===== config.mk =====
export PLATFORM = sky130hd
export DESIGN_NAME = raster_tile_scheduler
export DESIGN_NICKNAME = d
export VERILOG_FILES = /design/src/rtl/raster_tile_scheduler.sv
export SDC_FILE = /design/constraint.sdc
export NUM_CORES = 1
export LEC_CHECK = 0
export ABC_AREA = 1
export CORE_MARGIN = 2
export CORE_UTILIZATION = 30
export CTS_BUF_LIST = sky130_fd_sc_hd__clkbuf_4 sky130_fd_sc_hd__clkbuf_8 sky130_fd_sc_hd__clkbuf_16
export DETAILED_ROUTE_END_ITERATION = 10
export GPL_ROUTABILITY_DRIVEN = 0
export PLACE_DENSITY = 0.58
export SLEW_MARGIN = 20
export SYNTH_ARGS = -nofsm -noshare
export SYNTH_HDL_FRONTEND = slang
export SYNTH_SLANG_ARGS = --single-unit

===== constraint.sdc =====
create_clock -name BOARD_CLK -period 1.8 [get_ports BOARD_CLK]
set_input_delay 0.36 -clock BOARD_CLK [delete_from_list [all_inputs] [get_ports BOARD_CLK]]
set_output_delay 0.36 -clock BOARD_CLK [all_outputs]
set_load 0.05 [all_outputs]

===== src/rtl/raster_tile_scheduler.sv =====
// Walks nanotile origins for each triangle job, handshakes the pixel shader and ping-pongs its two output buffers.
// Optional bounding-box culling of the walk is enabled by defining RASTER_SCHED_BBOX_CULL_EN.
module raster_tile_scheduler #(
  parameter int FRAME_W  = 640,
  parameter int FRAME_H  = 480,
  parameter int NANO_DIM = 8
) (
  input  logic        BOARD_CLK,
  input  logic        RESET_n,
  input  logic        job_valid,
  output logic        job_ready,
  input  logic [39:0] job_box,
  input  logic        frame_start,
  output logic        clearZ,
  output logic        startRasterizing,
  input  logic        doneRasterizing,
  output logic        rasterTileID,
  output logic [9:0]  tileOffsetX,
  output logic [9:0]  tileOffsetY,
  output logic [9:0]  start_x,
  output logic [9:0]  start_y,
  output logic [1:0]  wb_req,
  output logic [19:0] wb_origin0,
  output logic [19:0] wb_origin1,
  input  logic        wb_release,
  input  logic        wb_release_id,
  output logic        job_done
);

  localparam int SHIFT = $clog2(NANO_DIM);
  localparam logic [9:0] TILES_X = 10'(FRAME_W / NANO_DIM);
  localparam logic [9:0] TILES_Y = 10'(FRAME_H / NANO_DIM);

  typedef enum logic [2:0] {IDLE, CLEAR, ISSUE, WAIT_LO, WAIT_HI, HANDOFF} state_t;

  state_t      state_r, state_nxt_s;
  logic        clear_pend_r, clear_pend_nxt_s;
  logic        job_ready_r, clear_z_r, start_r, job_done_r, cur_r;
  logic [1:0]  wb_req_r, wb_req_nxt_s;
  logic [19:0] wb_origin0_r, wb_origin1_r;
  logic [9:0]  cx_r, cy_r, first_x_r, last_x_r, last_y_r;
  logic [9:0]  first_x_s, first_y_s, last_x_s, last_y_s;
  logic [9:0]  box_x0_s, box_y0_s, box_x1_s, box_y1_s;
  logic [9:0]  tile_x_s, tile_y_s;
  logic        empty_s, last_s, go_s, accept_s, handoff_s;

  assign box_x0_s = job_box[39:30];
  assign box_y0_s = job_box[29:20];
  assign box_x1_s = job_box[19:10];
  assign box_y1_s = job_box[9:0];

`ifdef RASTER_SCHED_BBOX_CULL_EN
  logic [9:0] last_x_raw_s, last_y_raw_s;
  assign first_x_s    = box_x0_s >> SHIFT;
  assign first_y_s    = box_y0_s >> SHIFT;
  assign last_x_raw_s = (box_x1_s - 10'd1) >> SHIFT;
  assign last_y_raw_s = (box_y1_s - 10'd1) >> SHIFT;
  assign last_x_s     = (last_x_raw_s > TILES_X - 10'd1) ? TILES_X - 10'd1 : last_x_raw_s;
  assign last_y_s     = (last_y_raw_s > TILES_Y - 10'd1) ? TILES_Y - 10'd1 : last_y_raw_s;
  // A box starting beyond the frame edge has no overlapping nanotile.
  assign empty_s = (box_x1_s <= box_x0_s) || (box_y1_s <= box_y0_s) ||
                   (first_x_s > TILES_X - 10'd1) || (first_y_s > TILES_Y - 10'd1);
`else
  assign first_x_s = 10'd0;
  assign first_y_s = 10'd0;
  assign last_x_s  = TILES_X - 10'd1;
  assign last_y_s  = TILES_Y - 10'd1;
  assign empty_s   = (box_x1_s <= box_x0_s) || (box_y1_s <= box_y0_s);
`endif

  assign tile_x_s  = cx_r << SHIFT;
  assign tile_y_s  = cy_r << SHIFT;
  assign last_s    = (cx_r == last_x_r) && (cy_r == last_y_r);
  assign handoff_s = (state_r == HANDOFF);

  assign clear_pend_nxt_s = frame_start || (clear_pend_r && (state_r != CLEAR));
  // A handoff set takes priority over a release of the same buffer.
  assign wb_req_nxt_s[0] = (handoff_s && !cur_r) ? 1'b1 :
                           (wb_release && !wb_release_id) ? 1'b0 : wb_req_r[0];
  assign wb_req_nxt_s[1] = (handoff_s && cur_r) ? 1'b1 :
                           (wb_release && wb_release_id) ? 1'b0 : wb_req_r[1];

  // Next-state decode for the job walk and shader handshake.
  always_comb begin
    state_nxt_s = state_r;
    go_s        = 1'b0;
    accept_s    = 1'b0;
    case (state_r)
      IDLE: begin
        if (clear_pend_r) begin
          state_nxt_s = CLEAR;
        end else if (job_valid && job_ready_r) begin
          accept_s    = 1'b1;
          state_nxt_s = empty_s ? IDLE : ISSUE;
        end else begin
          state_nxt_s = IDLE;
        end
      end
      CLEAR: state_nxt_s = IDLE;
      ISSUE: begin
        if (!wb_req_r[cur_r] && doneRasterizing) begin
          go_s        = 1'b1;
          state_nxt_s = WAIT_LO;
        end else begin
          state_nxt_s = ISSUE;
        end
      end
      WAIT_LO: state_nxt_s = doneRasterizing ? WAIT_LO : WAIT_HI;
      WAIT_HI: state_nxt_s = doneRasterizing ? HANDOFF : WAIT_HI;
      HANDOFF: state_nxt_s = last_s ? IDLE : ISSUE;
      default: state_nxt_s = IDLE;
    endcase
  end

  // State, walk counters, buffer flags and registered outputs.
  always_ff @(posedge BOARD_CLK or negedge RESET_n) begin
    if (!RESET_n) begin
      state_r      <= IDLE;
      clear_pend_r <= 1'b0;
      job_ready_r  <= 1'b1;
      clear_z_r    <= 1'b0;
      start_r      <= 1'b0;
      job_done_r   <= 1'b0;
      cur_r        <= 1'b0;
      wb_req_r     <= 2'b00;
      wb_origin0_r <= 20'd0;
      wb_origin1_r <= 20'd0;
      cx_r         <= 10'd0;
      cy_r         <= 10'd0;
      first_x_r    <= 10'd0;
      last_x_r     <= 10'd0;
      last_y_r     <= 10'd0;
    end else begin
      state_r      <= state_nxt_s;
      clear_pend_r <= clear_pend_nxt_s;
      job_ready_r  <= (state_nxt_s == IDLE) && !clear_pend_nxt_s;
      clear_z_r    <= (state_nxt_s == CLEAR);
      start_r      <= go_s;
      job_done_r   <= (accept_s && empty_s) || (handoff_s && last_s);
      wb_req_r     <= wb_req_nxt_s;
      if (accept_s) begin
        cx_r      <= first_x_s;
        cy_r      <= first_y_s;
        first_x_r <= first_x_s;
        last_x_r  <= last_x_s;
        last_y_r  <= last_y_s;
      end else if (handoff_s && !last_s) begin
        if (cx_r == last_x_r) begin
          cx_r <= first_x_r;
          cy_r <= cy_r + 10'd1;
        end else begin
          cx_r <= cx_r + 10'd1;
        end
      end
      if (handoff_s) begin
        cur_r <= ~cur_r;
        if (cur_r) wb_origin1_r <= {tile_y_s, tile_x_s};
        else       wb_origin0_r <= {tile_y_s, tile_x_s};
      end
    end
  end

  assign job_ready        = job_ready_r;
  assign clearZ           = clear_z_r;
  assign startRasterizing = start_r;
  assign job_done         = job_done_r;
  assign rasterTileID     = cur_r;
  assign tileOffsetX      = tile_x_s;
  assign tileOffsetY      = tile_y_s;
  assign start_x          = 10'd0;
  assign start_y          = 10'd0;
  assign wb_req           = wb_req_r;
  assign wb_origin0       = wb_origin0_r;
  assign wb_origin1       = wb_origin1_r;

endmodule


After elaboration in Yosys (flattened, before gate mapping)
Cells that the tools add are included.
{"block": "totals", "reg_bits": 60, "in_bits": 47, "out_inout_bits": 87, "wordCells": 82}
{"block": "op_classes", "n_addsub": 2, "order_cmp": 3, "eq_ne": 8, "muxes": 25, "bitwise": 1, "reduce_logical": 29}
{"cell": "2-to-1 mux 10 bit", "count": 6}
{"cell": "adder 10 x 1 -> 10 bit (second input constant)", "count": 2}
{"cell": "less-or-equal comparator 10 bit", "count": 2}
{"cell": "one-hot mux 3 bit (5 select lines)", "count": 1}
{"cell": "2-to-1 mux 1 bit", "count": 13}
{"cell": "logical AND 1 bit", "count": 12}
{"cell": "== test 10 x 6 -> 1 bit", "count": 1}
{"cell": "== test 10 x 7 -> 1 bit", "count": 1}
{"cell": "2-to-1 mux 2 bit", "count": 4}
{"cell": "nonzero test 2 bit", "count": 4}
{"cell": "== test 3 x 2 -> 1 bit (second input constant)", "count": 2}
{"cell": "== test 3 bit (second input constant)", "count": 2}
{"cell": "zero test 3 bit", "count": 2}
{"cell": "AND reduction 2 bit", "count": 3}
{"cell": "zero test 1 bit", "count": 5}
{"cell": "== test 3 x 1 -> 1 bit (second input constant)", "count": 1}
{"cell": "logical OR 1 bit", "count": 3}
{"cell": "2-to-1 mux 3 bit", "count": 1}
{"cell": "!= test 3 x 1 -> 1 bit (second input constant)", "count": 1}
{"cell": "less-than comparator 1 x 2 -> 1 bit (second input constant)", "count": 1}
{"cell": "NOT 1 bit", "count": 1}

Logic depth before layout (Yosys ltp)
{"block": "depth", "word_depth": 8, "depth_mapped": 12}

Worst setup path before layout
No wires, ideal clock.
{"block": "synth_timing", "path_type": "register to register", "startpoint": "register job_ready_r (netlist: job_ready)", "endpoint": "register cx_r[0]", "setup_time_ps": 119, "arrival_ps": 1595, "required_time_ps": 1681, "setup_slack_ps": 86, "stages_incl_launch_ff": 8, "n_path_buf": 0, "period_less_slack_ps": 1714, "cell_sequence": "dfstp_2 -> nand3_1 -> nor2_2 -> inv_2 -> nand2_1 -> nor2_1 -> nand2_1 -> o21ai_2"}
{"block": "synth_via", "elab_chain_cells": 5, "elab_cells_between_ends": 6, "cone_classes": "mux (4); reduce/logical (2)"}
{"element": "start: declaration", "line_no": "38", "text": "logic job_ready_r, clear_z_r, start_r, job_done_r, cur_r;"}
{"element": "start signal: assignment", "line_no": "136", "text": "job_ready_r <= (state_nxt_s == IDLE) && !clear_pend_nxt_s;"}
{"element": "logical AND 1 bit (*)", "line_no": "92", "text": "end else if (job_valid && job_ready_r) begin"}
{"element": "2-to-1 mux 1 bit (*)", "line_no": "92"}
{"element": "2-to-1 mux 1 bit (*)", "line_no": "90", "text": "if (clear_pend_r) begin"}
{"element": "2-to-1 mux 1 bit (*)", "line_no": "88", "text": "case (state_r)"}
{"element": "2-to-1 mux 10 bit or nonzero test 2 bit (tied branches)"}
{"element": "end signal: assignment", "line_no": "142", "text": "cx_r <= first_x_s;"}
{"element": "end signal: assignment", "line_no": "149", "text": "cx_r <= first_x_r;"}
{"element": "end signal: assignment", "line_no": "152", "text": "cx_r <= cx_r + 10'd1;"}
{"element": "end: declaration", "line_no": "41", "text": "logic [9:0] cx_r, cy_r, first_x_r, last_x_r, last_y_r;"}
Mark *: on every way between the ends. The rest lies on a longest branch, timed or not.
A chain may end at the register's enable or synchronous reset.

Worst setup path after layout
{"block": "layout_timing", "startpoint": "input port job_box[29]", "endpoint": "register job_ready_r (netlist: job_ready)"}
{"block": "layout_via", "elab_chain_cells": 8}
{"element": "start: declaration", "line_no": "12", "text": "input logic [39:0] job_box,"}
{"element": "less-or-equal comparator 10 bit", "line_no": "68", "text": "assign empty_s = (box_x1_s <= box_x0_s) || (box_y1_s <= box_y0_s);"}
{"element": "logical OR 1 bit", "line_no": "68"}
{"element": "2-to-1 mux 2 bit", "line_no": "94", "text": "state_nxt_s = empty_s ? IDLE : ISSUE;"}
{"element": "2-to-1 mux 2 bit", "line_no": "92"}
{"element": "2-to-1 mux 2 bit", "line_no": "90"}
{"element": "one-hot mux 3 bit (5 select lines)", "line_no": "88"}
{"element": "net state_nxt_s[1]", "line_no": "36", "text": "state_t state_r, state_nxt_s;"}
{"element": "zero test 3 bit", "line_no": "136"}
{"element": "logical AND 1 bit", "line_no": "136"}
The timed path passes the listed nets, and every way through them passes these cells.

==> impl_metrics.ini <==
[worst_setup_path]
startpoint_type = input port
endpoint_kind = flop
critPathKind = input port to flop
crit_start = job_box[29]
cp-endpoint = job_ready
r2r_setup_slack_ns = 0.18
r2r_end = cx_r[4]
arrival_ns = 1.91
timing.rr.start = cx_r[1]
rr_worst_depth = 12
cp.required_ns = 2.06
critical_path.max_fanout = 3

[sta]
timing.hold.ws_ns = 0.04164
fin_skew_ns = 0.004289
fin_ws_ns = 0.1430
finalCritPeriodShare_pct = 92.05
clock.fmax_ghz = 0.6035
finalSetupViolCount = 0
finalHoldViolCount = 0
rsz0062_at_grt = no
fin_crit_ns = 1.657
drv_slew = 0

[detailed_routing]
first_iter_violations = 113
num_vias = 3285
drt-total-wl_mm = 9.046
via_per_inst = 4.228
avgRoutedWirePerCell_um = 11.64
drt-pass1-iter-count = 4
ant_nets = 0
drc = 0

[final_layout]
drive_gt1_share_pct = 21.32
final_nets = 669
antenna_cells = 0
final_cells = 777
area_growth_syn_to_layout_pct = 36.52
fin_util_pct = 41.64

[clocking]
tritoncts = yes
post_cts_buffers = 0
cts_buffers = 9
cts-root-buf = clkbuf_16
clock_latency_ns = 0.32
clock_sinks = 60
ctsHoldBuffers = 0
clk_pin_slew_worst_paths_ns = 0.05
h-tree-depth = 3
ctsResizeCount = 0
clockBufferDepth = 2

[yosys]
synth_fa_ha_area_share_pct = 7.180
ys_seq_area_share_pct = 39.20
ys_seq_elements = 60
synth_simple_gate_area_share_pct = 23.43
synth_area_leaders = dfrtp_1 (39%), nand2_1 (11%), buf_4 (10%), ha_1 (7.2%), inv_1 (5.8%)
async_flop_share_pct = 100.0
syn_inst = 485
synth-xor-area-share_pct = 2.970
synth-compound-area-share_pct = 9.236
synth_top_area_share_pct = 38.51
netlist_area_sq_um = 3834
synth_edf_count = 0
synth_top_family_by_area = simple AND/OR/NAND/NOR gates
synthMuxAreaShare_pct = 0
avgSynthCellArea_sq_um = 7.904
synth_flop_cell = dfrtp_1
yosysTopAreaCell = dfrtp_1
ys_warn_count = 0
ys_types = 32

[place]
port-buffer-count = 95
dp_slack_ns = -0.1977
dpl.cell_count = 761
post-dp-hpwl_mm = 7.092

[floorplanning]
die_area_sq_um = 13700
start_util_pct = 30.50
num_io_pins = 134
die_h_um = 117.0
rows = 41
core_sq_um = 12570
dieWidth_um = 117.0

[global_route]
grt_pass1_wl_mm = 15.26
overflow = 0
grt_max_degree = 61
antenna_found_initial = 0
track_usage_pct = 14.15
grt_pass1_vias = 3279

[worst_hold_path]
hp-class = input port to async pin

[power_and_ir_drop]
total_power_uw = 7093
power_leakage_uw = 0.002726
p_per_area_nw_per_um2 = 1355
peakVddDrop_mv = 0.4811

[status]
status = finished clean

[run]
drv_cap = 0
synthesized netlist by cell type (3+ instances only):
cell and instances:
nand3_1 31, nand4_1 3, inv_1 59, xor2_1 11, o21ai_0 33, o21ai_1 3
nor2_1 33, nand2_1 113, dfrtp_1 59, inv_2 5, o21bai_1 4, nand2_4 3
buf_4 52, nand2_2 5, nand3b_1 3, o21ai_2 9, buf_2 5, nor3_1 8
ha_1 22, a21oi_1 6
state kept, by name, indices dropped and copies added, names as in the netlist:
register,flops
cx_r,10
startRasterizing,1
wb_req,2
clear_pend_r,1
wb_origin1,14
rasterTileID,1
wb_origin0,14
job_done,1
cy_r,10
last_y_r,1
state_r,3
clearZ,1
job_ready,1
through the flow:
| step | setup TNS, ns | instance area [sq um] |
|---|---|---|
| after floorplan | 0 | 3973 |
| after global placement | -0.3141 | 4876 |
| after detailed placement | -0.5042 | 4876 |
| after CTS | 0 | 5231 |
| after global routing | 0 | 5234 |
| final | 0 | 5234 |
cells in the final DEF, fill, tap and decap left out, types with 5 or more instances in the layout:
cell type | synthesis | layout
a21oi_1 | 6 | 6
buf_12 | 0 | 5
buf_4 | 52 | 77
clkbuf_16 | 0 | 9
clkdlybuf4s50_1 | 0 | 45
conb_1 | 1 | 38
dfrtp_1 | 59 | 59
ha_1 | 22 | 22
inv_1 | 59 | 58
inv_2 | 5 | 6
nand2_1 | 113 | 113
nand2_2 | 5 | 5
nand3_1 | 31 | 31
nor2_1 | 33 | 32
nor3_1 | 8 | 8
o21ai_0 | 33 | 33
o21ai_2 | 9 | 9
xor2_1 | 11 | 11
routing by layer:
| layer | vias to the layer above | wire length [um] | track usage, % |
|---|---|---|---|
| li1 | 1669 | - | - |
| met1 | 1533 | 3952 | 16.85 |
| met2 | 70 | 4578 | 25.13 |
| met3 | 13 | 349 | 3.090 |
| met4 | 0 | 165 | 5.020 |
| met5 | - | 0 | 0 |
critical path, cell delays in order:
cell	delay, ns
clkdlybuf4s50_1	0.45
inv_1	0.04
ha_1	0.28
nand2_1	0.07
nor2_1	0.20
nand3b_1	0.12
nand2_1	0.09
inv_1	0.05
nand4_1	0.08
nand2_1	0.08
nor2_1	0.09
logic make-up (layout without fill, tap and decap cells):
family,Yosys count,count (layout)
simple gates,205,205
buf+inv,125,208
flops,60,60
compound gates,59,59
fa+ha+maj,22,22
xor+xnor,13,13
other cells,1,38
report_power, final:
part / switching (uW) / total (uW) / internal, uW
registers: 261 / 1960 / 1700
logic: 2050 / 3120 / 1070
clock network: 576 / 2010 / 1440
worst min-delay path by stage:
stage                          endpoint  slack, ns  cells after the start     from
after global routing            cx_r[5]       0.07                      2  RESET_n
after floorplan                  clearZ       0.06                      0  RESET_n
final                           cx_r[5]       0.04                      2  RESET_n
after CTS                       cx_r[5]       0.05                      2  RESET_n
after global placement    wb_origin0[9]       0.40                      2  RESET_n
after detailed placement        cx_r[5]       0.40                      2  RESET_n
cell type report:
type | count | area [sq um]
clock buffers | 12 | 260.3
clock inverters | 4 | 95.09
fillers | 1256 | 7335
inverters | 64 | 240.2
multi-input cells | 337 | 1787
flip-flops and latches | 60 | 1503
well taps | 172 | 215.2
repair buffers | 128 | 1134
Power figures use the tool's default switching activity.
